## config.mk

```make
export PLATFORM = sky130hd
export DESIGN_NAME = muldiv_sequencer_flat
export DESIGN_NICKNAME = d
export VERILOG_FILES = /design/src/rtl/muldiv_sequencer_if.sv /design/src/rtl/muldiv_sequencer.sv /design/src/flat_wrapper.sv
export SDC_FILE = /design/constraint.sdc
export NUM_CORES = 1
export LEC_CHECK = 0
export BUFFER_PORTS_ARGS = -buffer_cell sky130_fd_sc_hd__buf_4
export CAP_MARGIN = 15
export CORE_MARGIN = 2
export CORE_UTILIZATION = 65
export CTS_CLUSTER_DIAMETER = 120
export CTS_CLUSTER_SIZE = 16
export DETAILED_ROUTE_END_ITERATION = 10
export GPL_ROUTABILITY_DRIVEN = 0
export PLACE_DENSITY = 0.82
export SYNTH_ARGS = -nofsm -noshare
export SYNTH_HDL_FRONTEND = slang
export SYNTH_SLANG_ARGS = --single-unit
```

## constraint.sdc

```tcl
create_clock -name clk -period 11.1 [get_ports clk]
set_clock_uncertainty 0.1 [all_clocks]
set_input_delay 1.11 -clock clk [delete_from_list [all_inputs] [get_ports clk]]
set_output_delay 1.11 -clock clk [all_outputs]
set_load 0.005 [all_outputs]
```

## src/rtl/muldiv_sequencer_if.sv

```systemverilog
// EX-stage handshake between the pipeline and the iterative multiply/divide sequencer.
// The EX stage is the master; the sequencer is the slave.
interface muldiv_sequencer_if #(
   parameter int XLEN = 32
);
   logic            start_i;
   logic            flush_i;
   logic [2:0]      Funct3_i;
   logic [XLEN-1:0] op_a_i;
   logic [XLEN-1:0] op_b_i;
   logic            busy_o;
   logic            done_o;
   logic [XLEN-1:0] result_o;

   modport master (
      output start_i, flush_i, Funct3_i, op_a_i, op_b_i,
      input  busy_o, done_o, result_o
   );

   modport slave (
      input  start_i, flush_i, Funct3_i, op_a_i, op_b_i,
      output busy_o, done_o, result_o
   );
endinterface

```

## src/rtl/muldiv_sequencer.sv

```systemverilog
// Iterative RV32M sequencer: radix-2 shift-add multiply and restoring divide, one bit per cycle.
// Optional MULDIV_EARLY_OUT_EN: zero operands skip the iteration loop and finish straight from PREP.
module muldiv_sequencer #(
   parameter int XLEN  = 32,
   parameter int CNT_W = $clog2(XLEN) + 1
) (
   input logic               clk,
   input logic               reset,
   muldiv_sequencer_if.slave bus
);

   typedef enum logic [2:0] {S_IDLE, S_PREP, S_CALC, S_FIX, S_DONE} state_t;

   state_t            state, state_nxt;
   logic [2:0]        f3;
   logic [XLEN-1:0]   a_q, b_q;
   logic [XLEN-1:0]   mcand;        // multiplicand magnitude or divisor magnitude
   logic [2*XLEN-1:0] acc;          // {high, low} product, or {remainder, quotient}
   logic              sa, sb;
   logic [CNT_W-1:0]  cnt;

   logic              accept;
   logic              is_div, a_signed, b_signed, neg_a, neg_b;
   logic [XLEN-1:0]   mag_a, mag_b;
   logic              div_zero, ovf, early, short_cut;
   logic [XLEN-1:0]   short_result;
   logic [XLEN:0]     mul_sum, div_shift, div_diff;
   logic [2*XLEN-1:0] mul_nxt, div_nxt, prod;
   logic [XLEN-1:0]   quo_s, rem_s, fix_result;

   assign accept = (state == S_IDLE) && bus.start_i && !bus.flush_i;

   // Operand decode, evaluated on the registered operands while in PREP.
   always_comb begin
      // NOTE: every signal gets a default first so no path leaves a latch behind.
      is_div       = f3[2];
      a_signed     = (f3 == 3'b000) || (f3 == 3'b001) || (f3 == 3'b010) ||
                     (f3 == 3'b100) || (f3 == 3'b110);
      b_signed     = (f3 == 3'b000) || (f3 == 3'b001) || (f3 == 3'b100) || (f3 == 3'b110);
      neg_a        = a_signed && a_q[XLEN-1];
      neg_b        = b_signed && b_q[XLEN-1];
      mag_a        = neg_a ? -a_q : a_q;
      mag_b        = neg_b ? -b_q : b_q;
      div_zero     = is_div && (b_q == '0);
      ovf          = is_div && !f3[0] && (a_q == {1'b1, {(XLEN-1){1'b0}}}) && (&b_q);
`ifdef MULDIV_EARLY_OUT_EN
      early        = is_div ? ((a_q == '0) && (b_q != '0)) : ((a_q == '0) || (b_q == '0));
`else
      early        = 1'b0;
`endif
      short_cut    = div_zero || ovf || early;
      short_result = '0;
      if (div_zero)  short_result = f3[1] ? a_q : '1;
      else if (ovf)  short_result = f3[1] ? '0 : a_q;
   end

   // One iteration of each algorithm, and the final sign fix-up.
   always_comb begin
      mul_sum   = {1'b0, acc[2*XLEN-1:XLEN]} + (acc[0] ? {1'b0, mcand} : '0);
      mul_nxt   = {mul_sum, acc[XLEN-1:1]};
      div_shift = acc[2*XLEN-1:XLEN-1];
      div_diff  = div_shift - {1'b0, mcand};
      div_nxt   = {(div_diff[XLEN] ? div_shift[XLEN-1:0] : div_diff[XLEN-1:0]),
                   acc[XLEN-2:0], !div_diff[XLEN]};
      prod      = (sa ^ sb) ? -acc : acc;
      quo_s     = (sa ^ sb) ? -acc[XLEN-1:0] : acc[XLEN-1:0];
      rem_s     = sa ? -acc[2*XLEN-1:XLEN] : acc[2*XLEN-1:XLEN];
      case (f3)
         3'b000:                 fix_result = prod[XLEN-1:0];
         3'b001, 3'b010, 3'b011: fix_result = prod[2*XLEN-1:XLEN];
         3'b100, 3'b101:         fix_result = quo_s;
         default:                fix_result = rem_s;
      endcase
   end

   always_ff @(posedge clk) begin
      // NOTE: sequential state uses non-blocking assignments only.
      if (!reset) state <= S_IDLE;
      else        state <= state_nxt;
   end

   always_comb begin
      state_nxt = state;
      case (state)
         S_IDLE: if (accept) state_nxt = S_PREP;
         S_PREP: if (bus.flush_i)                 state_nxt = S_IDLE;
                 else if (short_cut)              state_nxt = S_DONE;
                 else                             state_nxt = S_CALC;
         S_CALC: if (bus.flush_i)                 state_nxt = S_IDLE;
                 else if (cnt == CNT_W'(XLEN-1))  state_nxt = S_FIX;
         S_FIX:  if (bus.flush_i)                 state_nxt = S_IDLE;
                 else                             state_nxt = S_DONE;
         default:                                 state_nxt = S_IDLE;
      endcase
   end

   always_comb begin
      bus.busy_o = (state == S_PREP) || (state == S_CALC) || (state == S_FIX);
      bus.done_o = (state == S_DONE);
   end

   // Datapath; result_o only moves on the transition into DONE.
   always_ff @(posedge clk) begin
      if (!reset) begin
         f3           <= '0;
         a_q          <= '0;
         b_q          <= '0;
         mcand        <= '0;
         acc          <= '0;
         sa           <= 1'b0;
         sb           <= 1'b0;
         cnt          <= '0;
         bus.result_o <= '0;
      end else begin
         case (state)
            S_IDLE: if (accept) begin
               f3  <= bus.Funct3_i;
               a_q <= bus.op_a_i;
               b_q <= bus.op_b_i;
            end
            S_PREP: begin
               sa    <= neg_a;
               sb    <= neg_b;
               acc   <= {{XLEN{1'b0}}, (is_div ? mag_a : mag_b)};
               mcand <= is_div ? mag_b : mag_a;
               cnt   <= '0;
               if (short_cut && !bus.flush_i) bus.result_o <= short_result;
            end
            S_CALC: begin
               acc <= is_div ? div_nxt : mul_nxt;
               cnt <= cnt + CNT_W'(1);
            end
            S_FIX: if (!bus.flush_i) bus.result_o <= fix_result;
            default: ;
         endcase
      end
   end

endmodule

```

## src/flat_wrapper.sv

```systemverilog
// flat-port wrapper written by rule: the top's interface ports become plain ports
module muldiv_sequencer_flat 
#(
   parameter int XLEN  = 32,
   parameter int CNT_W = $clog2(XLEN) + 1
)
  (clk, reset, bus_start_i, bus_flush_i, bus_Funct3_i, bus_op_a_i, bus_op_b_i, bus_busy_o, bus_done_o, bus_result_o);
  muldiv_sequencer_if #(.XLEN(XLEN)) bus_i ();
  input logic clk;
  input logic reset;
  input wire logic [$bits(bus_i.start_i)-1:0] bus_start_i;
  input wire logic [$bits(bus_i.flush_i)-1:0] bus_flush_i;
  input wire logic [$bits(bus_i.Funct3_i)-1:0] bus_Funct3_i;
  input wire logic [$bits(bus_i.op_a_i)-1:0] bus_op_a_i;
  input wire logic [$bits(bus_i.op_b_i)-1:0] bus_op_b_i;
  output wire logic [$bits(bus_i.busy_o)-1:0] bus_busy_o;
  output wire logic [$bits(bus_i.done_o)-1:0] bus_done_o;
  output wire logic [$bits(bus_i.result_o)-1:0] bus_result_o;
  assign bus_i.start_i = bus_start_i;
  assign bus_i.flush_i = bus_flush_i;
  assign bus_i.Funct3_i = bus_Funct3_i;
  assign bus_i.op_a_i = bus_op_a_i;
  assign bus_i.op_b_i = bus_op_b_i;
  assign bus_busy_o = bus_i.busy_o;
  assign bus_done_o = bus_i.done_o;
  assign bus_result_o = bus_i.result_o;
  muldiv_sequencer #(.XLEN(XLEN), .CNT_W(CNT_W)) u_core (.clk(clk), .reset(reset), .bus(bus_i));
endmodule
```

==> results.sh <==
export IMPL_tightest_slew_ns=1.073
export IMPL_viasPerCell=6.772
export IMPL_clock_sinks=206
export IMPL_ys_ff_latch=206
export IMPL_yosysSeqAreaShare=0.2419
export IMPL_power_internal_uw=1196
export IMPL_cellPowerDensity_mw_per_mm2=99.32
export IMPL_sequentialPowerShare=0.440
export IMPL_synth_mux_area_fraction=0.04118
export IMPL_drt_pass1_iterations=10
export IMPL_cts_made_buffers=16
export IMPL_grtUsageTotal=0.4049
export IMPL_cts_hold_buffers=0
export IMPL_start_kind="flip-flop"
export IMPL_setup_viol=0
export IMPL_fin_area_sq_mm=0.01810
export IMPL_fin_setup_tns_ns=0
export IMPL_vdd_drop_max_mv=0.1478
export IMPL_endpoint_kind="flip-flop"
export IMPL_clk_pin_slew_worst_paths_ns=0.08
export IMPL_clkPwrFrac=0.312
export IMPL_maxCapViolCount=0
export IMPL_crit_required_ns=11.38
export IMPL_wirelength_um=57670
export IMPL_switching_share=0.3343
export IMPL_cellLeakagePower_uw=0.007114
export IMPL_htree_levels=1
export IMPL_post_route_period_util=0.4452
export IMPL_yosys_area_top_type="dfxtp_1"
export IMPL_yosys_area_share_simple=0.2324
export IMPL_switchingPower_uw=600.8
export IMPL_synth_fa_ha_area_frac=0.05373
export IMPL_wl_per_cell_um=21.58
export IMPL_post_route_drc_count=0
export IMPL_yosysWarnings=0
export IMPL_clock_root_buffer="clkbuf_16"
export IMPL_synth_top_family_by_area="compound AO/OA/AOI/OAI gates"
export IMPL_hold_viol_final=0
export IMPL_grt_pass1_wl_um=91420
export IMPL_combPwrFrac=0.248
export IMPL_area_delta_synth_final_pct=6.158
export IMPL_slew_headroom=0.2838
export IMPL_ant_nets=0
export IMPL_cts_setup_buffers=0
export IMPL_fin_crit_ns=4.941
export IMPL_die_area_sq_mm=0.02754
export IMPL_nFillCells=2198
export IMPL_post_cts_resized=0
export IMPL_synthDistinctLibCells=90
export IMPL_drv_slew=0
export IMPL_synth_xor_area_frac=0.08991
export IMPL_worstSetupPathType="flip-flop to flip-flop"
export IMPL_netlist_area_sq_mm=0.01705
export IMPL_arrival_ns=5.22
export IMPL_grt_pass1_vias=17048
export IMPL_synth_area_leaders="dfxtp_1 (24%), nand2_1 (7.6%), o21ai_0 (6.0%)"
export IMPL_syn_nets=2513
export IMPL_drive_gt1_frac=0.08262
export IMPL_synth_async_reset_ratio=0
export IMPL_insertion_delay_ns=0.51
export IMPL_synth_edff_count=0
export IMPL_rsz0062_at_grt="no"
export IMPL_die_x_um=165.9
export IMPL_drt_iter0_markers=2649
export IMPL_final_seq_area_sq_mm=0.004128
export IMPL_avgSynthCellArea_sq_um=7.193
export IMPL_hp_class="flip-flop to flip-flop"
export IMPL_overflow=0
export IMPL_num_nets_final=2478
export IMPL_synthCells=2370
export IMPL_clock_fmax_mhz=202.4
export IMPL_synth_top_area_frac=0.2419
export IMPL_placed_area_sq_mm=0.01763
export IMPL_multi_input_area_sq_mm=0.01191
export IMPL_power_uw=1797
export IMPL_io_buffer_count=104
export IMPL_antenna_found_initial=2
export IMPL_ys_flop_type="dfxtp_1"
export IMPL_status="complete, no violations"
export IMPL_core_sq_mm=0.02591
export IMPL_num_vias=18095
export IMPL_worstPathMaxFanout=32
export IMPL_grt_start_max_net_pins=79
export IMPL_rows=59
export IMPL_cts_buffer_depth=3
export IMPL_start_util=0.6579
export IMPL_die_h_um=165.9
export IMPL_finish_utilization=0.6984
export IMPL_cts_tree="done"
export IMPL_rrSetupSlack_ns=6.16
export IMPL_synth_compound_area_frac=0.2790
export IMPL_io_pin_count=105
export IMPL_dp_hpwl_um=42020
-- cell usage after synthesis (18+ instances only) --
library cell and count:
dfxtp_1 206, a21oi_1 174, nor2_1 223, xnor2_1 108, or3_1 21, nand2b_1 20, nor4_1 20, o31ai_1 26
clkbuf_1 134, nand4_1 23, ha_1 70, nor2b_1 24, mux2i_1 69, nand3_1 43, o22ai_1 19, o211ai_1 20
a22oi_1 21, nor3_1 46, nand2_1 343, inv_1 61, a21boi_0 88, and2_1 18, xor2_1 67, a31oi_1 40
o21ai_0 206, a21o_1 24
-- worst max-delay path: stages (launching register included) --
cell	delay, ns
dfxtp_1	0.39
inv_1	0.81
nor2_1	0.11
ha_1	0.37
nor2b_1	0.16
o31ai_1	0.38
a21oi_1	0.16
nor3b_1	0.18
o311ai_0	0.56
a31oi_1	0.27
a31oi_1	0.48
o21bai_1	0.20
a2111oi_0	0.50
o31ai_1	0.15
-- area by class of cell --
class                           count  area share
Antenna cell                        1   0.0001383
Clock buffer                       19     0.02448
Multi-Input combinational cell   1922      0.6579
Tap cell                          335     0.02316
Sequential cell                   206      0.2281
Timing Repair Buffer              127     0.05338
Inverter                           62     0.01286
-- flip-flops by register name (all words and copies together) (netlist names) --
signal	flops
u_core.acc	64
u_core.a_q	32
u_core.b_q	32
u_core.bus.result_o	32
u_core.mcand	32
u_core.cnt	6
u_core.f3	3
u_core.state	3
u_core.sa	1
u_core.sb	1
-- placed cells by master (no fill, tap or decap), drive strengths merged, types with 13 or more instances in the layout --
cell	Yosys	layout
a31oi	40	40
buf	39	127
nor3	48	48
mux2i	69	69
nand2	344	344
a22oi	21	21
nor2	223	223
nand4	23	23
o31ai	26	26
dfxtp	206	206
or3	24	24
a21oi	174	174
xor2	67	67
or4	21	21
o21ai	207	207
ha	70	70
o21bai	14	14
clkbuf	140	19
and3	17	17
a221oi	13	13
o211ai	22	22
a211oi	17	17
o41ai	13	13
xnor2	108	108
a21boi	89	89
nand3	44	44
o22ai	19	19
and2	18	18
o21a	16	16
nand2b	20	20
inv	62	62
nor2b	24	24
nor4	23	23
a21o	24	24
-- kinds of logic (layout without fill, tap and decap cells) --
family                   Yosys count  count (layout)
AND/OR/NAND/NOR                  855             855
AO/OA/AOI/OAI                    750             750
buffers and inverters            242             208
flip-flops                       206             206
XOR/XNOR                         175             175
adder cells (fa/ha/maj)           72              72
multiplexers                      70              70
other                              0               1
-- power by group through the flow --
| stage | Clock (uW) | Combinational, uW | Sequential (uW) |
|---|---|---|---|
| 6_report | 561 | 446 | 791 |
| 3_5_place_dp | 0 | 426 | 806 |
| 5_1_grt | 588 | 479 | 792 |
| 4_1_cts | 559 | 429 | 788 |
| 3_3_place_gp | 0 | 418 | 805 |
| 2_1_floorplan | 0 | 317 | 789 |
-- through the flow --
step	std cells	setup slack [ns]	hold slack, ns
final	2672	6.159	0.3680
after global routing	2671	5.841	0.3945
after CTS	2670	6.265	0.3693
after detailed placement	2651	6.324	0.3595
after global placement	2651	6.597	0.3494
after floorplan	2370	7.398	0.3361
-- worst paths after layout --
| kind | endpoint | depth (start not counted) | start |
|---|---|---|---|
| setup / recovery | u_core.acc[63] | 13 | u_core.acc[0] |
| hold / removal | u_core.mcand[2] | 2 | u_core.mcand[2] |
| setup reg to reg | u_core.acc[63] | 13 | u_core.acc[0] |
| hold reg to reg | u_core.mcand[2] | 2 | u_core.mcand[2] |
-- routing by layer --
metal  up-vias  share of wire  global-route usage
met5         -        0.00017                   0
met1      8234           0.37              0.5154
met4         2          0.073              0.2522
li1       8363              -                   -
met2      1180           0.43              0.6257
met3       316           0.12             0.08818
Note: power is estimated with default switching activity, not from simulation.
